`config.mk`:
```
export PLATFORM = sky130hd
export DESIGN_NAME = fp_norm_seq_flat
export DESIGN_NICKNAME = d
export VERILOG_FILES = /design/src/rtl/fp_norm_seq_pkg.sv /design/src/rtl/fp_norm_seq_if.sv /design/src/rtl/fp_norm_seq_lz.sv /design/src/rtl/fp_norm_seq.sv /design/src/flat_wrapper.sv
export SDC_FILE = /design/constraint.sdc
export NUM_CORES = 1
export LEC_CHECK = 0
export CORE_UTILIZATION = 43
export CTS_CLUSTER_SIZE = 16
export DETAILED_ROUTE_END_ITERATION = 10
export PLACE_DENSITY = 0.77
export SYNTH_ARGS = -nofsm -noshare
export SYNTH_HDL_FRONTEND = slang
export SYNTH_SLANG_ARGS = --single-unit
```
`constraint.sdc`:
```
create_clock -name clk -period 3 [get_ports clk]
set_input_delay 0.6 -clock clk [delete_from_list [all_inputs] [get_ports clk]]
set_output_delay 0.6 -clock clk [all_outputs]
set_load 0.05 [all_outputs]
```
`src/rtl/fp_norm_seq_pkg.sv`:
```
// Shared widths and FSM state type for the FP normalization sequencer.
package fp_norm_pkg;

    localparam int MANT_W  = 24;
    localparam int EXP_W   = 8;
    localparam int SEL_W   = 5;
    localparam int NIB_CNT = 6;

    typedef enum logic [1:0] {
        IDLE,
        SCAN,
        SHIFT,
        HOLD
    } state_t;

endpackage

```
`src/rtl/fp_norm_seq_if.sv`:
```
// Operand/result handshake bundle for fp_norm_seq; slave is the sequencer side.
interface fp_norm_seq_if;
    import fp_norm_pkg::*;

    logic              in_valid;
    logic              in_ready;
    logic              in_sign;
    logic [EXP_W-1:0]  in_exp;
    logic [MANT_W-1:0] in_mant;
    logic              out_valid;
    logic              out_ready;
    logic              out_sign;
    logic [EXP_W-1:0]  out_exp;
    logic [MANT_W-1:0] out_mant;
    logic              out_zero;
    logic              out_uflow;

    modport master (
        output in_valid, in_sign, in_exp, in_mant, out_ready,
        input  in_ready, out_valid, out_sign, out_exp, out_mant, out_zero, out_uflow
    );

    modport slave (
        input  in_valid, in_sign, in_exp, in_mant, out_ready,
        output in_ready, out_valid, out_sign, out_exp, out_mant, out_zero, out_uflow
    );

endinterface

```
`src/rtl/fp_norm_seq_lz.sv`:
```
// 4-bit leading-zero encoder; an all-zero nibble reports zero=1 with lz=0.
module fp_nib_lz (
    input  logic [3:0] nib,
    output logic [1:0] lz,
    output logic       zero
);

    always_comb begin
        lz   = 2'd0;
        zero = 1'b0;
        casez (nib)
            4'b1???: lz = 2'd0;
            4'b01??: lz = 2'd1;
            4'b001?: lz = 2'd2;
            4'b0001: lz = 2'd3;
            default: zero = 1'b1;
        endcase
    end

endmodule

```
`src/rtl/fp_norm_seq.sv`:
```
// Nibble-serial leading-zero scan driving an external left shifter for one cycle.
// Optional gradual underflow is enabled by defining FP_NORM_DENORM_EN.
module fp_norm_seq
    import fp_norm_pkg::*;
(
    input  logic              clk,
    input  logic              rst_n,
    fp_norm_seq_if.slave      bus,
    output logic [SEL_W-1:0]  sh_sel,
    output logic [MANT_W-1:0] sh_f,
    input  logic [MANT_W-1:0] sh_q,
    output logic              busy
);

    state_t            state, state_nxt;
    logic              sign_r;
    logic [EXP_W-1:0]  exp_r;
    logic [MANT_W-1:0] mant_r;
    logic [SEL_W-1:0]  lz_cnt;
    logic [2:0]        nib_idx;
    logic              out_sign_r;
    logic [EXP_W-1:0]  out_exp_r;
    logic [MANT_W-1:0] out_mant_r;
    logic              out_zero_r;
    logic              out_uflow_r;

    logic [3:0]        nib;
    logic [1:0]        nib_lz;
    logic              nib_zero;
    logic [EXP_W-1:0]  lz_ext;
    logic              uflow;
    logic              last_nib;

    // Nibble 0 is the most significant one (bits 23:20).
    always_comb begin
        nib = mant_r[3:0];
        case (nib_idx)
            3'd0:    nib = mant_r[23:20];
            3'd1:    nib = mant_r[19:16];
            3'd2:    nib = mant_r[15:12];
            3'd3:    nib = mant_r[11:8];
            3'd4:    nib = mant_r[7:4];
            default: nib = mant_r[3:0];
        endcase
    end

    fp_nib_lz u_nib_lz (
        .nib  (nib),
        .lz   (nib_lz),
        .zero (nib_zero)
    );

    assign lz_ext   = {{(EXP_W-SEL_W){1'b0}}, lz_cnt};
    assign uflow    = (lz_ext >= exp_r);
    assign last_nib = (nib_idx == 3'(NIB_CNT-1));

`ifdef FP_NORM_DENORM_EN
    logic [EXP_W-1:0] exp_m1;
    logic [SEL_W-1:0] dn_amt;
    // On underflow lz_cnt >= exp_r, so exp_r-1 always fits the shift width.
    assign exp_m1 = exp_r - EXP_W'(1);
    assign dn_amt = (exp_r == '0) ? '0 : exp_m1[SEL_W-1:0];
`endif

    always_ff @(posedge clk) begin
        if (!rst_n) state <= IDLE;
        else        state <= state_nxt;
    end

    always_comb begin
        state_nxt = state;
        sh_sel    = '0;
        case (state)
            IDLE: begin
                if (bus.in_valid) state_nxt = SCAN;
            end
            SCAN: begin
                if (!nib_zero)     state_nxt = SHIFT;
                else if (last_nib) state_nxt = HOLD;
            end
            SHIFT: begin
`ifdef FP_NORM_DENORM_EN
                sh_sel = uflow ? dn_amt : lz_cnt;
`else
                sh_sel = lz_cnt;
`endif
                state_nxt = HOLD;
            end
            HOLD: begin
                if (bus.out_ready) state_nxt = IDLE;
            end
            default: state_nxt = IDLE;
        endcase
    end

    always_ff @(posedge clk) begin
        if (!rst_n) begin
            sign_r      <= 1'b0;
            exp_r       <= '0;
            mant_r      <= '0;
            lz_cnt      <= '0;
            nib_idx     <= '0;
            out_sign_r  <= 1'b0;
            out_exp_r   <= '0;
            out_mant_r  <= '0;
            out_zero_r  <= 1'b0;
            out_uflow_r <= 1'b0;
        end else begin
            case (state)
                IDLE: begin
                    if (bus.in_valid) begin
                        sign_r  <= bus.in_sign;
                        exp_r   <= bus.in_exp;
                        mant_r  <= bus.in_mant;
                        lz_cnt  <= '0;
                        nib_idx <= '0;
                    end
                end
                SCAN: begin
                    if (!nib_zero) begin
                        lz_cnt <= lz_cnt + {{(SEL_W-2){1'b0}}, nib_lz};
                    end else begin
                        lz_cnt  <= lz_cnt + SEL_W'(4);
                        nib_idx <= nib_idx + 3'd1;
                        if (last_nib) begin
                            out_sign_r  <= sign_r;
                            out_zero_r  <= 1'b1;
                            out_mant_r  <= '0;
                            out_exp_r   <= '0;
                            out_uflow_r <= 1'b0;
                        end
                    end
                end
                SHIFT: begin
                    out_sign_r <= sign_r;
                    out_zero_r <= 1'b0;
                    if (uflow) begin
`ifdef FP_NORM_DENORM_EN
                        out_mant_r <= sh_q;
`else
                        out_mant_r <= '0;
`endif
                        out_exp_r   <= '0;
                        out_uflow_r <= 1'b1;
                    end else begin
                        out_mant_r  <= sh_q;
                        out_exp_r   <= exp_r - lz_ext;
                        out_uflow_r <= 1'b0;
                    end
                end
                default: ;
            endcase
        end
    end

    assign bus.in_ready  = (state == IDLE);
    assign bus.out_valid = (state == HOLD);
    assign bus.out_sign  = out_sign_r;
    assign bus.out_exp   = out_exp_r;
    assign bus.out_mant  = out_mant_r;
    assign bus.out_zero  = out_zero_r;
    assign bus.out_uflow = out_uflow_r;
    assign busy          = (state != IDLE);
    assign sh_f          = mant_r;

endmodule
```
`src/flat_wrapper.sv`:
```
// flat-port wrapper written by rule: the top's interface ports become plain ports
module fp_norm_seq_flat import fp_norm_pkg::*;
  (clk, rst_n, sh_sel, sh_f, sh_q, busy, bus_in_valid, bus_in_sign, bus_in_exp, bus_in_mant, bus_out_ready, bus_in_ready, bus_out_valid, bus_out_sign, bus_out_exp, bus_out_mant, bus_out_zero, bus_out_uflow);
  fp_norm_seq_if bus_i ();
  input  logic clk;
  input  logic rst_n;
  output logic [SEL_W-1:0] sh_sel;
  output logic [MANT_W-1:0] sh_f;
  input  logic [MANT_W-1:0] sh_q;
  output logic busy;
  input wire logic [$bits(bus_i.in_valid)-1:0] bus_in_valid;
  input wire logic [$bits(bus_i.in_sign)-1:0] bus_in_sign;
  input wire logic [$bits(bus_i.in_exp)-1:0] bus_in_exp;
  input wire logic [$bits(bus_i.in_mant)-1:0] bus_in_mant;
  input wire logic [$bits(bus_i.out_ready)-1:0] bus_out_ready;
  output wire logic [$bits(bus_i.in_ready)-1:0] bus_in_ready;
  output wire logic [$bits(bus_i.out_valid)-1:0] bus_out_valid;
  output wire logic [$bits(bus_i.out_sign)-1:0] bus_out_sign;
  output wire logic [$bits(bus_i.out_exp)-1:0] bus_out_exp;
  output wire logic [$bits(bus_i.out_mant)-1:0] bus_out_mant;
  output wire logic [$bits(bus_i.out_zero)-1:0] bus_out_zero;
  output wire logic [$bits(bus_i.out_uflow)-1:0] bus_out_uflow;
  assign bus_i.in_valid = bus_in_valid;
  assign bus_i.in_sign = bus_in_sign;
  assign bus_i.in_exp = bus_in_exp;
  assign bus_i.in_mant = bus_in_mant;
  assign bus_i.out_ready = bus_out_ready;
  assign bus_in_ready = bus_i.in_ready;
  assign bus_out_valid = bus_i.out_valid;
  assign bus_out_sign = bus_i.out_sign;
  assign bus_out_exp = bus_i.out_exp;
  assign bus_out_mant = bus_i.out_mant;
  assign bus_out_zero = bus_i.out_zero;
  assign bus_out_uflow = bus_i.out_uflow;
  fp_norm_seq u_core (.clk(clk), .rst_n(rst_n), .bus(bus_i), .sh_sel(sh_sel), .sh_f(sh_f), .sh_q(sh_q), .busy(busy));
endmodule
```
==> results.txt, run 1 <==
The area growth from synthesis to layout is 41.2%. STA puts the critical path data required time at 3290 ps. The number of primary I/O pins came out at 128. The cell depth of the worst min-delay path works out to 2. Number of buffers created by CTS: 9.

The net count of the mapped netlist was 558; the share of flip-flops with an asynchronous set or reset was 0%. For this run, design rule violations remaining after detail routing come to 0. Global routing consumed, over all layers together, 22.6% of the routing resources. The die is 100 microns tall.

For this run, the leading register cell type out of synthesis is sky130_fd_sc_hd__dfxtp_1. The detail route stage leaves a number of antenna-violating nets equal to 0. The worst register-to-register path ends at u_core.lz_cnt[3]$_SDFFE_PN0P_. Power spread over the standard cell area amounts to 726 mW/mm^2.

The repair_antennas step left the layout with diodes totalling 0. The number of clock sinks seen by CTS was 78; the setup slack of the most critical reg-to-reg path was 150 ps. The H-tree depth came out at 3. The post-route clock skew is 10.1 ps. The tools report the later-pin clock latency in the skew report as 350 ps. The run gives 4 as the length of the first detailed-routing pass in iterations.

STA classifies the critical path endpoint as a register. The wire length of the first global-routing pass came out at 18.3 mm. Setup repair after global routing left no endpoint under its margin.

The endpoint with the worst hold slack is u_core.bus.out_exp[0]$_SDFFE_PN0P_. The critical path start-end classification is reg -> reg. The library cell used most frequently in the layout, excluding fill and tap cells, is sky130_fd_sc_hd__clkdlybuf4s50_1. Total vias in the final route: 3,909. The worst hold path belongs to the class reg -> reg. In the final layout, the share of cells above drive strength 1 is 14.7%. The clock-pin transition on the worst setup and hold timing paths is 80 ps, and the starting density of the core is 44.6%. Hold is met by 480 ps. For the initial antenna violation count, the log shows 0. The floorplan step defined a die boundary enclosing 0.0101 sq mm. The tool flagged a number of max-cap violations equal to 0. Measured against its own limit, the worst slew margin works out to 56.1%. For the pin count of the biggest net entering global routing, the log shows 63. The aggregate routed wire length came out at 11.1 mm. The netlist uses 59 different library cells. The detailed-route wire length per cell was 15.1 microns; the endpoint arrival time on the critical path was 3140 ps. The worst setup path is launched from a register. Setup violations remaining at the end of the flow were counted as 0.

At the pin with the least slew margin, the transition time is 651 ps. The launch point of the worst reg-to-reg path is u_core.nib_idx[1]$_SDFFE_PN0P_. The number of register bits inferred by synthesis is 78, and the number of enable-type register cells in the synthesized netlist is 0. The logs give 3,813 for the number of global-route vias before repair and 0 for the final number of max-transition violations. The run finished with clean final reports. The final period utilization came out at 95.0%. TritonCTS built the clock tree. For this run, the register share of the synthesized area comes to 37.5%.

In this run the horizontal extent of the chip is 100 microns. Net count reported at finish: 679. For the number of hold buffers added after cts, the log shows 0. Derived from the worst setup path, the maximum achievable clock frequency is 351 MHz. The region available for standard cell placement spans 0.00933 sq mm.

The logs give 0 for the number of hold violations in the final report and 0 for the Yosys warning count. Of all nets on the critical path, the largest fanout is 7. The library cells used most frequently in the layout, excluding fill and tap cells, are 126 x sky130_fd_sc_hd__clkdlybuf4s50_1, 111 x sky130_fd_sc_hd__nand2_1, 77 x sky130_fd_sc_hd__dfxtp_1. The tools report the setup TNS as 0 ps.

In this run the most critical hold path is launched from u_core.bus.out_exp[0]$_SDFFE_PN0P_. The last weighted congestion value of the routability-driven placer was 0.842; the detailed placement HPWL was 8.10 mm. The number of design-rule violations left by the first detailed-router iteration is 137, and the cell depth of the worst flop-to-flop path is 14.

The worst supply voltage drop on vdd came out at 0.691 mV. The post-synthesis instance area was 0.00416 sq mm; the total number of placement rows was 35. During placement, the flow inserted port buffers numbering 127.

Mean post-synth cell area: 8.71 sq um. Counting every instance in the synthesized netlist gives 478. The clock passes through at most 2 buffers. The tools report the total congestion overflow after global routing as 0.

For this design the static power due to leakage is 2.07 nW. Dividing the detail-routed via count by the number of cells gives 5.33. The clock period minus final worst setup slack is 2850 ps. Clock tree synthesis selected as its root buffer the cell sky130_fd_sc_hd__clkbuf_8.
[where the power goes]
group          switching, mW  internal (mW)
registers              0.122           1.16
logic                   1.26          0.767
clock network          0.392          0.577
total                   1.77           2.50
[what timing repair did]
action / CTS / global route
pin swaps: 0 / 4
endpoints found under the setup margin: 1 / 3
setup buffers: 0 / 2
resized for setup: 1 / 10
[worst max-delay path by stage]
stage	from	endpoint	slack [ps]
5_1_grt	u_core.nib_idx[1]$_SDFFE_PN0P_	u_core.lz_cnt[2]$_SDFFE_PN0P_	40
3_3_place_gp	u_core.nib_idx[0]$_SDFFE_PN0P_	u_core.lz_cnt[2]$_SDFFE_PN0P_	140
2_1_floorplan	u_core.nib_idx[2]$_SDFFE_PN0P_	u_core.lz_cnt[2]$_SDFFE_PN0P_	20
4_1_cts	u_core.nib_idx[0]$_SDFFE_PN0P_	u_core.lz_cnt[2]$_SDFFE_PN0P_	30
6_report	u_core.nib_idx[1]$_SDFFE_PN0P_	u_core.lz_cnt[3]$_SDFFE_PN0P_	150
3_5_place_dp	u_core.nib_idx[0]$_SDFFE_PN0P_	u_core.lz_cnt[3]$_SDFFE_PN0P_	20
[synthesized netlist by cell type (all sizes together) (3+ instances only)]
library cell / number / area, sq um
a32oi: 3 / 26.3
dfxtp: 78 / 1560
inv: 19 / 71.3
o22ai: 32 / 388
nand2: 111 / 417
nand3: 36 / 180
a21boi: 34 / 255
buf: 11 / 92.6
o2111ai: 3 / 26.3
a41oi: 3 / 26.3
nand3b: 3 / 22.5
o21ai: 10 / 61.3
a21oi: 11 / 70.1
a22oi: 3 / 22.5
ha: 17 / 213
xnor2: 4 / 35.0
o211ai: 8 / 60.1
nor2: 14 / 65.1
mux2i: 4 / 51.3
a21o: 3 / 22.5
nand4: 9 / 71.3
and2: 7 / 45.1
clkbuf: 23 / 86.3
[metrics by stage]
stage / util (%) / total power, mW / setup WS [ps] / instance area [sq um] / std cells
global route: 63.0 / 4.53 / 36.6 / 5880 / 733
CTS: 62.4 / 4.25 / 26.6 / 5820 / 731
floorplan: - / 2.70 / 19.8 / 4180 / 478
detailed placement: 59.7 / 3.27 / 20.9 / 5570 / 715
global placement: 59.7 / 3.23 / 140 / 5570 / 715
finish: 63.0 / 4.27 / 151 / 5880 / 733
[flip-flops by register name, indices dropped and copies added, names as in the netlist]
signal                flops
u_core.nib_idx            3
u_core.bus.out_sign       1
u_core.bus.out_mant      24
u_core.lz_cnt             5
u_core.bus.out_zero       1
u_core.exp_r              8
u_core.sh_f              24
u_core.sign_r             1
u_core.bus.out_exp        8
u_core.bus.out_uflow      1
u_core.state              2
[layout make-up]
class                           instances  area (sq um)
Fill cell                             802          3450
Multi-Input combinational cell        347          2420
Sequential cell                        78          1560
Timing Repair Buffer                  144          1420
Tap cell                              129           161
Clock buffer                           11           141
Clock inverter                          5           106
Inverter                               19          71.3
[metal layers]
metal / global-route usage (%) / vias to the layer above / routed length (microns)
met5: 0 / - / 0
met4: 6.13 / 0 / 79
met3: 3.76 / 10 / 637
met2: 39.1 / 125 / 5350
met1: 28.9 / 1839 / 5020
li1: - / 1935 / -
[critical path, stage by stage, from the launching register on]
cell,delay (ps)
sky130_fd_sc_hd__dfxtp_2,380
sky130_fd_sc_hd__inv_1,90
sky130_fd_sc_hd__ha_1,230
sky130_fd_sc_hd__a222oi_1,350
sky130_fd_sc_hd__o21ai_1,180
sky130_fd_sc_hd__mux2i_4,160
sky130_fd_sc_hd__buf_4,180
sky130_fd_sc_hd__a21oi_2,80
sky130_fd_sc_hd__ha_1,280
sky130_fd_sc_hd__a21oi_1,160
sky130_fd_sc_hd__nor2_1,70
sky130_fd_sc_hd__xnor2_1,140
sky130_fd_sc_hd__a41oi_1,60
sky130_fd_sc_hd__a211o_1,300
sky130_fd_sc_hd__a21oi_2,120
[logic make-up (layout without fill, tap and decap cells)]
| group | Yosys count | count (layout) | synth area share [%] |
|---|---|---|---|
| flip-flops | 78 | 78 | 37.5 |
| multiplexers | 5 | 5 | 1.50 |
| XOR/XNOR | 5 | 5 | 1.05 |
| adder cells (fa/ha/maj) | 19 | 19 | 6.07 |
| buffers and inverters | 53 | 179 | 6.01 |
| AND/OR/NAND/NOR | 191 | 191 | 21.1 |
| AO/OA/AOI/OAI | 127 | 127 | 26.8 |
Note: power is estimated with default switching activity, not from simulation.
==> run 2, diff against run 1 <==
--- a/config.mk
+++ b/config.mk
@@ -5,6 +5,7 @@
 export SDC_FILE = /design/constraint.sdc
 export NUM_CORES = 1
 export LEC_CHECK = 0
+export CAP_MARGIN = 20
 export CORE_UTILIZATION = 43
 export CTS_CLUSTER_SIZE = 16
 export DETAILED_ROUTE_END_ITERATION = 10
==> results of run 2 <==
No change in the layout: final DEF, timing and power equal those of run 1.
==> run 3, diff against run 2 <==
--- a/config.mk
+++ b/config.mk
@@ -6,10 +6,12 @@
 export NUM_CORES = 1
 export LEC_CHECK = 0
 export CAP_MARGIN = 20
-export CORE_UTILIZATION = 43
+export CORE_UTILIZATION = 41
 export CTS_CLUSTER_SIZE = 16
 export DETAILED_ROUTE_END_ITERATION = 10
 export PLACE_DENSITY = 0.77
+export SETUP_SLACK_MARGIN = 0.3
 export SYNTH_ARGS = -nofsm -noshare
 export SYNTH_HDL_FRONTEND = slang
+export SYNTH_HIERARCHICAL = 1
 export SYNTH_SLANG_ARGS = --single-unit
==> run 3 against run 2 <==
Net effect: sequential power grew 5%; global-route usage shrank 1.3 points; non-clock buffer count grew 2; sequential share of layout area grew 1.5 points; critical path depth is the same; register-to-register slack gained 140 ps; count of clock-buffer cells in the layout grew 1.
==> results.txt, run 3 <==
The run finished with clean final reports. Power spread over the standard cell area amounts to 812 mW/mm^2. The clock period minus final worst setup slack came out at 2710 ps.

After synthesis the cells add up to 0.00367 sq mm. Walking the worst path, the cells encountered are inv_4 -> ha_4 -> nor2b_4 -> a32oi_1 -> o2111ai_2 -> o21a_2 -> inv_2 -> a21oi_2 -> ha_2 -> fa_2 -> nand2b_1 -> o21ai_1 -> a22oi_1 -> nor2b_1. The length of the first detailed-routing pass in iterations came out at 4.

The number of buffers and inverters on the critical path is 2. For this block, the initial DRC count from the detailed router was 139. The buffer levels on the longest clock path came out at 2. The Yosys warning count came out at 6. The run gives 0 as the number of failing setup endpoints in the final timing report. On the worst path, the slowest cell contributes a delay of 570 ps.

The die covers 0.00934 sq mm. The mux contribution to synthesized area was 1.67%; the count of input and output buffers was 127. By count the netlist is led by 78 x sky130_fd_sc_hd__dfxtp_1, 78 x sky130_fd_sc_hd__nand2_1, 35 x sky130_fd_sc_hd__a21boi_0. The share of the Yosys chip area taken by registers is 42.5%. Based on the critical path, the design can be clocked at up to 368 MHz. The first global-routing pass estimated 16.3 mm of wire.

The later-pin clock latency in the skew report is 340 ps. Last weighted congestion value of the routability-driven placer: 0.920. The initial antenna violation count is 0. In this run the remaining antenna-violating nets after routing total 0. The detailed-route wire length per cell works out to 16.5 microns. In this run, post-CTS hold repair placed 0 buffers. The number of buffers created by CTS was 9; the cell depth of the worst min-delay path was 2. The fraction of layout cells with a size suffix above 1 is 13.0%, and the detail-routed via count per cell is 5.37.

In the post-synthesis netlist, the biggest area contributors are sky130_fd_sc_hd__dfxtp_1 43%, sky130_fd_sc_hd__nand2_1 8.0%, sky130_fd_sc_hd__a22o_1 7.4%, sky130_fd_sc_hd__a21boi_0 7.2%, sky130_fd_sc_hd__ha_1 5.8%. CTS saw 78 sinks. Summed over its instances, the top area cell type makes up 42.5% of the synthesized netlist area. Detailed placement ended at an HPWL of 6.87 mm. The post-route worst setup slack is 286 ps, and the max-cap violation count is 0. The most used flip-flop cell after synthesis is sky130_fd_sc_hd__dfxtp_1. The standard cell with the maximum stage delay on the critical path was sky130_fd_sc_hd__fa_2.

For the endpoint arrival time on the critical path, the log shows 2990 ps. The total overflow left after global routing is 0. Total leakage power: 2.19 nW. The run gives 3280 ps as the required time reported for the critical path endpoint.

For the placeable core area, the log shows 0.00868 sq mm. TritonCTS built the clock tree. The synthesized netlist devotes 25.4% of its cell area to compound gates. Post-route clock skew: 6.84 ps. The aggregate routed wire length was 10.7 mm.

The most frequent standard cell in the layout excluding fill and tap cells was sky130_fd_sc_hd__clkdlybuf4s50_1. The number of antenna diodes in the final layout is 0. STA classifies the critical path startpoint as a register. The number of nets in the synthesized netlist is 482. The main combinational cell family by area after synthesis is compound AO/OA/AOI/OAI gates. For the pin with the worst max-slew slack, the measured transition is 681 ps.

Across all layers, the routed design uses 3,479 vias. The synthesized design contains 0 enable-type register cells. The tools report the number of primary I/O pins as 128.

Of the total synthesized cell area, the portion taken by full adders, half adders and majority gates is 6.88%. Of the total synthesized cell area, the portion taken by XOR and XNOR cells is 1.19%. From synthesis to final layout, the design area changed by 52.2%. Setup repair after global routing could not meet its margin everywhere. Summing the areas of all and, or, nand and nor instances in the mapped netlist gives 16.7% of the synthesized area. The average instance in the mapped netlist occupies 9.13 sq um.

In this run the vertical extent of the chip is 96.6 microns. Summing all non-filler instances in the final layout gives an area of 0.00559 sq mm. The critical path start-end classification is reg -> reg. Measured against its own limit, the worst slew margin works out to 54.5%. The chip width came out at 96.6 microns. Measured in cells, the most critical reg-to-reg path has a length of 14. The share of flip-flops with an asynchronous set or reset was 0%.

The H-tree depth came out at 3. OpenSTA, run right after detailed placement, puts the worst setup slack at 67.7 ps. After detailed placement, the total cell area comes to 0.00498 sq mm. In this run the number of cells on the critical path is 14. The endpoint class of the critical path is a register.

The gate count of the mapped netlist is 402. Clock-pin slew was measured on the worst setup and hold paths at 80 ps. The pin count of the biggest net entering global routing is 34, and the setup TNS is 0 ps.

The total number of placement rows was 34; the starting density of the core was 42.3%. Along the worst path, the maximum fanout reaches 4. The tools report the final number of max-transition violations as 0. After detailed routing, the number of remaining DRC violations is 0.

The run gives 616 as the net count reported at finish. The tree is rooted in a sky130_fd_sc_hd__clkbuf_8. Final period utilization: 90.5%. Of all cell types, the one taking the most synthesized area is sky130_fd_sc_hd__dfxtp_1. Grouping stages by cell kind, the critical path spends the most delay in adder cells. The worst hold path belongs to the class reg -> reg. VDD sags by at most 0.423 mV. The run gives 3,381 as the number of global-route vias before repair. In the layout the commonest cells are 121 x sky130_fd_sc_hd__clkdlybuf4s50_1, 78 x sky130_fd_sc_hd__nand2_1, 76 x sky130_fd_sc_hd__dfxtp_1. Yosys mapped the design onto 48 distinct sky130hd cell types. For this run, the total global-route usage over all layers was measured as 21.3%.

The synthesized design contains 78 register bits. Number of hold violations in the final report: 0.
[run 3: cell types whose count changed in the layout (fill, tap and decap cells not counted), sizes merged, moves of 5 or more]
cell	previous run	this run
nand2	111	78
o211ai	8	1
o22ai	32	0
nand3	36	3
clkdlybuf4s50	126	121
a22o	0	31
dlymetal6s2s	0	6
nor2b	1	11
nand4	9	1
[run 3: cell type report]
class	count	area, sq um
inverter	16	62.6
timing repair buffer	146	1510
tap	108	135
clock inverter	3	68.8
sequential	78	1570
multi-input combinational	285	2100
clock buffer	12	145
fill	670	3090
[run 3: cell families (layout without fill, tap and decap cells)]
kind of cell / Yosys count / in the layout
AO/OA/AOI/OAI: 121 / 121
adder cells (fa/ha/maj): 19 / 19
buffers and inverters: 42 / 177
XOR/XNOR: 5 / 5
flip-flops: 78 / 78
multiplexers: 6 / 6
AND/OR/NAND/NOR: 131 / 134
[run 3: repair_timing]
action	CTS	global route
hold endpoints to repair	0	0
gates resized for setup	24	39
gates cloned	3	3
setup endpoints to repair	36	48
buffers inserted	6	4
pin swaps	5	18
[run 3: worst register-to-register path, cell delays in order (launching register included)]
cell	delay, ps
sky130_fd_sc_hd__dfxtp_4	400
sky130_fd_sc_hd__inv_4	70
sky130_fd_sc_hd__ha_4	170
sky130_fd_sc_hd__nor2b_4	130
sky130_fd_sc_hd__a32oi_1	250
sky130_fd_sc_hd__o2111ai_2	170
sky130_fd_sc_hd__o21a_2	190
sky130_fd_sc_hd__inv_2	70
sky130_fd_sc_hd__a21oi_2	60
sky130_fd_sc_hd__ha_2	210
sky130_fd_sc_hd__fa_2	570
sky130_fd_sc_hd__nand2b_1	50
sky130_fd_sc_hd__o21ai_1	120
sky130_fd_sc_hd__a22oi_1	80
sky130_fd_sc_hd__nor2b_1	130
[run 3: worst paths after layout]
| path | from | end | slack, ps |
|---|---|---|---|
| min | u_core/exp_r[2]$_SDFFE_PN0P_ | u_core/exp_r[2]$_SDFFE_PN0P_ | 480 |
| max reg2reg | u_core/nib_idx[0]$_SDFFE_PN0P_ | u_core/lz_cnt[1]$_SDFFE_PN0P_ | 290 |
| max | u_core/nib_idx[0]$_SDFFE_PN0P_ | u_core/lz_cnt[1]$_SDFFE_PN0P_ | 290 |
| min reg2reg | u_core/exp_r[2]$_SDFFE_PN0P_ | u_core/exp_r[2]$_SDFFE_PN0P_ | 480 |
[run 3: power by group]
group	total (mW)	switching, mW	leakage (nW)	internal (mW)
logic	2.34	1.39	1.45	0.954
registers	1.35	0.148	0.636	1.20
clock network	0.851	0.361	0.107	0.489
[run 3: metal layers]
layer / global-route usage, % / vias up / share of wire [%]
li1: - / 1691 / -
met1: 27.1 / 1610 / 44
met2: 34.8 / 161 / 49
met3: 6.43 / 17 / 6.7
met4: 6.08 / 0 / 1.1
met5: 0 / - / 0
[run 3: through the flow]
| step | utilization, % | hold WS [ps] | total power, mW | instances |
|---|---|---|---|---|
| after CTS | 61.5 | 480 | 4.33 | 641 |
| final | 64.4 | 478 | 4.54 | 648 |
| after floorplan | - | 443 | 2.76 | 402 |
| after global placement | 57.4 | 460 | 3.31 | 617 |
| after global routing | 64.4 | 491 | 4.80 | 648 |
| after detailed placement | 57.4 | 462 | 3.35 | 617 |
